<file path="config.mk">
export PLATFORM = sky130hd
export DESIGN_NAME = interval_timer_ctrl
export DESIGN_NICKNAME = d
export VERILOG_FILES = /design/src/rtl/interval_timer_ctrl.sv
export SDC_FILE = /design/constraint.sdc
export NUM_CORES = 1
export LEC_CHECK = 0
export CAP_MARGIN = 20
export CORE_ASPECT_RATIO = 0.7
export CORE_UTILIZATION = 50
export DETAILED_ROUTE_END_ITERATION = 8
export PLACE_DENSITY = 0.87
export SYNTH_ARGS = -nofsm -noshare
export SYNTH_HDL_FRONTEND = slang
export SYNTH_SLANG_ARGS = --single-unit
</file>
<file path="constraint.sdc">
create_clock -name clock -period 4.6 [get_ports clock]
set_input_delay 0.92 -clock clock [delete_from_list [all_inputs] [get_ports clock]]
set_output_delay 0.92 -clock clock [all_outputs]
set_load 0.01 [all_outputs]
</file>
<file path="src/rtl/interval_timer_ctrl.sv">
// interval_timer_ctrl
//   Sequences an external 16-bit up-counter as a programmable interval timer.
//   It latches a period, clears the counter for one cycle, then runs it for
//   exactly that many cycles and pulses done. It also supports pause/resume
//   and abort. This block is the only driver of the counter's enable and clear.
//
//   Optional feature: define INTERVAL_TIMER_AUTO_RELOAD_EN to make DONE
//   re-latch period and start the next interval by itself.
//
// Ports
//   clock       rising-edge clock
//   reset_n     asynchronous active-low reset
//   start       begin an interval (idle) or resume (paused)
//   stop        pause a running interval
//   abort       return to idle from any state
//   period      interval length in cycles, sampled on an accepted start
//   cnt_q       current counter value
//   cnt_enable  counter enable
//   cnt_clear   counter synchronous clear
//   busy        high while an interval is in progress (CLR/RUN/PAUSE/DONE)
//   done        one-cycle completion pulse
//   err         one-cycle pulse on a rejected start or counter inconsistency
//   remaining   period_r - cnt_q while running or paused, else 0
module interval_timer_ctrl #(
    parameter int unsigned WIDTH = 16
) (
    input  logic             clock,
    input  logic             reset_n,
    input  logic             start,
    input  logic             stop,
    input  logic             abort,
    input  logic [WIDTH-1:0] period,
    input  logic [WIDTH-1:0] cnt_q,
    output logic             cnt_enable,
    output logic             cnt_clear,
    output logic             busy,
    output logic             done,
    output logic             err,
    output logic [WIDTH-1:0] remaining
);

    typedef enum logic [2:0] {
        S_IDLE,
        S_CLR,
        S_RUN,
        S_PAUSE,
        S_DONE
    } state_t;

    localparam logic [WIDTH-1:0] ONE = WIDTH'(1);

    state_t           state;
    logic [WIDTH-1:0] period_r;

    always_ff @(posedge clock or negedge reset_n) begin
        if (!reset_n) begin
            state    <= S_IDLE;
            period_r <= '0;
            err      <= 1'b0;
        end else begin
            err <= 1'b0;
            case (state)
                S_IDLE: begin
                    // Coinciding abort or stop outranks start.
                    if (start && !stop && !abort) begin
                        if (period == '0) begin
                            err <= 1'b1;
                        end else begin
                            period_r <= period;
                            state    <= S_CLR;
                        end
                    end
                end
                S_CLR: begin
                    state <= abort ? S_IDLE : S_RUN;
                end
                S_RUN: begin
                    // Completion wins over stop on the last cycle so the
                    // counter never rests at period_r inside PAUSE.
                    if (abort) begin
                        state <= S_IDLE;
                    end else if (cnt_q >= period_r) begin
                        err   <= 1'b1;
                        state <= S_DONE;
                    end else if (cnt_q == period_r - ONE) begin
                        state <= S_DONE;
                    end else if (stop) begin
                        state <= S_PAUSE;
                    end
                end
                S_PAUSE: begin
                    if (abort) begin
                        state <= S_IDLE;
                    end else if (start && !stop) begin
                        state <= S_RUN;
                    end
                end
                S_DONE: begin
                    if (abort) begin
                        state <= S_IDLE;
                    end else begin
`ifdef INTERVAL_TIMER_AUTO_RELOAD_EN
                        if (period == '0) begin
                            err   <= 1'b1;
                            state <= S_IDLE;
                        end else begin
                            period_r <= period;
                            state    <= S_CLR;
                        end
`else
                        state <= S_IDLE;
`endif
                    end
                end
                default: begin
                    state <= S_IDLE;
                end
            endcase
        end
    end

    // Moore decodes of the state register; IDLE after reset forces all zero.
    always_comb begin
        cnt_clear  = (state == S_CLR);
        cnt_enable = (state == S_RUN);
        busy       = (state != S_IDLE);
        done       = (state == S_DONE);
        remaining  = '0;
        if (state == S_RUN || state == S_PAUSE) begin
            remaining = period_r - cnt_q;
        end
    end

endmodule

</file>
After elaboration in Yosys (flattened, before gate mapping)
Index checks and enable logic that the tools add are counted.

Reductions and logical operators: 10. Add/subtract/negate cells: 2. Bitwise logic cells: 1. Mux-type cells: 16. Order comparisons: 1. Equal/unequal tests: 9.

Operator list (count): 2-to-1 mux 3 bit (8); equality test 16 bit (1); greater-or-equal comparator 16 bit (1); logical NOT 16 bit (1); 2-to-1 mux 16 bit (1); subtractor 16 x 1 -> 16 bit (second input constant) (1); subtractor 16 bit (1); case mux 3 bit (4 select lines) (1); equality test 3 x 2 -> 1 bit (second input constant) (2); != test 5 x 3 -> 1 bit (second input constant) (1); 2-to-1 mux 1 bit (4); != test 2 bit (second input constant) (2); AND reduction 4 bit (1); equality test 3 x 1 -> 1 bit (second input constant) (1); equality test 3 bit (second input constant) (1); logical NOT 3 bit (1); != test 3 bit (second input constant) (1); AND reduction 3 bit (1); nonzero test 3 bit (1); logical AND 1 bit (2); logical NOT 1 bit (2); 2-to-1 mux 2 bit (1); case mux 1 bit (2 select lines) (1); logical OR 1 bit (1); inverter 1 bit (1).

Register bits after elaboration: 20. Input port bits: 37.

Longest topological paths before layout
Depth after elaboration: 6. Mapped depth: 11.

Least setup slack after synthesis
OpenSTA, ideal clock, no wires.

Path kind: input to output. Start: input port cnt_q[0]. End: output port remaining[14]. Required time: 3.680 ns. Stages: 9. Data arrival time: 2.646 ns. Path slack: 1.034 ns. Path through: ha_1 -> fa_1 -> nor2b_1 -> o21ai_0 -> a21oi_1 -> o21ai_0 -> a21o_1 -> mux2i_1 -> o311ai_0.

Longest elaborated chain between the ends: 2.

Ends and longest elaborated chain: start: declaration (RTL line 33) `input logic [WIDTH-1:0] cnt_q,`; subtractor 16 bit (RTL line 130) `remaining = period_r - cnt_q;`; 2-to-1 mux 16 bit (RTL line 129) `if (state == S_RUN || state == S_PAUSE) begin`; end: declaration (RTL line 39) `output logic [WIDTH-1:0] remaining`.

No other way between the ends.

Worst setup path after layout
Start: input port cnt_q[2]. End: output port remaining[10].

The elaborated chain is that of the path after synthesis.

==> out/metrics.yaml <==
logic_synthesis:
  number_of_flops_mapped_to_enable_cells_by_yosys: 0
  synthesis_warnings: 0
  synth.cell_area_sq_um: 2380
  syn_area_per_cell_sq_um: 8.03
  dominantRegCellSynth: "sky130_fd_sc_hd__dfrtp_1"
  synth_async_sr_flop_share_pct: 100
  yosys.area.top_type: "sky130_fd_sc_hd__dfrtp_1"
  syn_inst: 296
  yosysSeqAreaShare_pct: 21.1
  netlist_top_cells_area: "sky130_fd_sc_hd__dfrtp_1, sky130_fd_sc_hd__ha_1, sky130_fd_sc_hd__mux2_2"
  syn_nets: 351
  area_share_of_the_largest_cell_type_after_synthesis_pct: 21.1
  synth-seq-cells: 20
  post_synth_num_cell_types: 53
clocking:
  hold_buffers: 0
  clock_latency_ps: 260
  worst_setup_hold_path_clk_slew_ps: 70
  number_of_buffers_added_by_the_clock_tree_synthesis_step: 3
  ctsRootBufferMaster: "sky130_fd_sc_hd__clkbuf_8"
  cts-root-to-sink-buffers: 2
  post_cts_resize_count: 3
  cts_max_level: 1
  post-cts-setup-buffers: 0
  tritoncts: "yes"
  clock_sinks: 20
cells_and_area:
  final_util_pct: 69.9
  finalNetCount: 412
  layout_cell_share_with_drive_strength_beyond_1_pct: 11.2
  area.growth.synth_to_final_pct: 31.0
  stdcell_area_sq_um: 3110
  n_antenna_cell: 0
critical_path:
  critPathSlowestCell: "sky130_fd_sc_hd__clkdlybuf4s50_1"
  crit_path_end_kind: "output port"
  cp_common_cell: "sky130_fd_sc_hd__o21a_1"
  critPathRequiredTime_ps: 3680
  cpLargestDelayFamily: "buffers and inverters"
  critical_path_peak_fanout: 4
  cp_cell_sequence: "clkdlybuf4s50_1 > inv_1 > ha_1 > nor2b_1 > o21ai_1 > a21oi_2 > o21a_1 > o21a_1 > o21a_1 > nor3_2 > clkdlybuf4s50_1"
  worst_ep_arrival_time_ps: 3550
  cp.buffers_inverters: 3
  startpoint_type: "input pin"
  slowest_delay_ps: 570
  worstSetupPathType: "input pin to output port"
grt:
  track_usage_pct: 25.7
  grt_overflow_total: 0
  initial_antenna_violation_count: 0
  grt_first_pass_wirelength_um: 10400
  grt_start_max_net_pins: 21
  first_global_vias: 2173
power_and_ir_drop:
  power_density_nw_per_um2: 323
  p_leak_nw: 1.34
  cellInternalPower_mw: 0.570
  clock_power_share_pct: 13.1
  netSwitchingFraction_pct: 43.3
  share_comb_of_total_power_pct: 58.7
  ir_drop_mv: 0.272
  switchingPower_mw: 0.436
  fraction_of_power_consumed_by_sequential_logic_pct: 28.2
drt:
  met2RoutedLength_um: 2790
  finalWirelength_um: 6340
  met3_length_um: 399
  wl_per_cell_um: 15.4
  detail_route.first_pass.iterations: 6
  vias_per_cell: 6.09
  drc_errors: 4
  first_iteration_detailed_routing_drc_count: 159
  dr_vias: 2503
  drtAntennaViolNets: 0
  met1Wirelength_um: 3080
  maxUsedRoutingLayer: "met4"
job:
  maxCapViolations: 0
floorplan:
  core-area_sq_um: 4450
  ioPinCount: 58
  floorplan.die_area_sq_um: 5040
  die_y_um: 59.7
  floorplan.initialDensity_pct: 53.3
  dieWidth_um: 84.4
  placementRows: 20
timing:
  clock_skew_ps: 5.32
  maxSlewViolCount: 0
  tns_ps: 0
  finalHoldWorstSlack_ps: 558
  post-route-worst-setup-slack_ps: 130
  setup_repair_after_global_routing_missed_its_margin: "false"
  final_hold_viol_count: 0
  worst_pin_slew_ps: 894
  clock.fmax_mhz: 224
  setup_viol: 0
  slew_headroom_pct: 40.2
  finalCriticalPeriod_ps: 4470
  timing.final.crit_share_pct: 97.2
place:
  portbufs: 57
  gp_routability_congestion: 0.876
  preCtsSetupSlack_ps: -77.1
  placed_area_sq_um: 3030
  detailedPlacementHpwl_um: 5040
status:
  violations: "DRC"
  outcome: "finished with violations"
worst_hold_path:
  hold_path_class: "register to register"
power groups by stage:
| stage | Clock, mW | Sequential (mW) | Combinational, mW |
|---|---|---|---|
| finish | 0.132 | 0.283 | 0.591 |
| detailed placement | 0 | 0.283 | 0.566 |
| CTS | 0.132 | 0.279 | 0.570 |
| floorplan | 0 | 0.254 | 0.421 |
| global placement | 0 | 0.279 | 0.545 |
| global route | 0.139 | 0.290 | 0.648 |
registers in the layout (all words and copies together) (netlist names):
signal	count
err	1
period_r	16
state	3
layout by cell type, fill, tap and decap left out, drive strengths merged, types with 4 or more instances in the layout:
cell type | netlist | routed
o21a | 5 | 5
and3 | 4 | 4
buf | 3 | 7
nor2 | 26 | 26
a21o | 7 | 7
nand2 | 18 | 18
dfrtp | 20 | 20
nor3b | 6 | 6
clkdlybuf4s50 | 0 | 54
nor3 | 12 | 12
xor2 | 5 | 5
nand4 | 9 | 9
nor2b | 6 | 6
clkbuf | 5 | 4
nor4 | 9 | 9
a21oi | 15 | 15
o21ai | 14 | 14
inv | 24 | 24
or3 | 6 | 6
nand2b | 7 | 7
mux2 | 16 | 16
xnor2 | 18 | 18
o31ai | 5 | 5
mux2i | 4 | 4
ha | 17 | 17
cell families after synthesis:
logic type	share of synthesized area [%]
adders and majority gates	9.79
AOI/OAI and AO/OA	19.7
and+or+nand+nor	26.3
xor gates and xnor gates	8.48
buffers and inverters	5.42
muxes	9.27
DFF	21.1
worst paths after layout:
kind / from / endpoint / slack, ps / cells after the start
max: cnt_q[2] / remaining[10] / 130 / 11
min: period_r[0] / period_r[0] / 560 / 1
max reg2reg: period_r[1] / state[2] / 1290 / 9
min reg2reg: period_r[0] / period_r[0] / 560 / 1
max in group asynchronous: reset_n / period_r[4] / 2880 / 1
min in group asynchronous: reset_n / err / 1160 / 1
layer usage:
layer | vias to the layer above | GRT usage (%)
li1 | 1211 | -
met1 | 1171 | 37.2
met2 | 113 | 42.7
met3 | 8 | 2.07
met4 | 0 | 6.05
met5 | - | 0
cell type report:
cell class | count | area (sq um)
tap | 55 | 68.8
multi-input combinational | 244 | 1770
inverter | 24 | 90.1
clock buffer | 4 | 55.1
sequential | 20 | 500
timing repair buffer | 64 | 627
fill | 389 | 1340
stage by stage:
stage	power [mW]	instances
final	1.01	411
after detailed placement	0.848	407
after global placement	0.824	407
after CTS	0.981	411
after floorplan	0.675	296
after global routing	1.08	411
Yosys cell counts, types with 3 or more instances:
library cell	count
sky130_fd_sc_hd__nor2_1	26
sky130_fd_sc_hd__inv_1	24
sky130_fd_sc_hd__dfrtp_1	20
sky130_fd_sc_hd__nand2_1	18
sky130_fd_sc_hd__xnor2_1	18
sky130_fd_sc_hd__ha_1	17
sky130_fd_sc_hd__mux2_2	16
sky130_fd_sc_hd__a21oi_1	15
sky130_fd_sc_hd__o21ai_0	14
sky130_fd_sc_hd__nor3_1	12
sky130_fd_sc_hd__nand4_1	8
sky130_fd_sc_hd__nor4_1	8
sky130_fd_sc_hd__a21o_1	7
sky130_fd_sc_hd__nand2b_1	7
sky130_fd_sc_hd__nor2b_1	6
sky130_fd_sc_hd__nor3b_1	6
sky130_fd_sc_hd__or3_1	6
sky130_fd_sc_hd__clkbuf_1	5
sky130_fd_sc_hd__o21a_1	5
sky130_fd_sc_hd__o31ai_1	5
sky130_fd_sc_hd__xor2_1	5
sky130_fd_sc_hd__and3_1	4
sky130_fd_sc_hd__mux2i_1	4
sky130_fd_sc_hd__a31oi_1	3
sky130_fd_sc_hd__nand3_1	3
(Power assumes the default switching activity.)
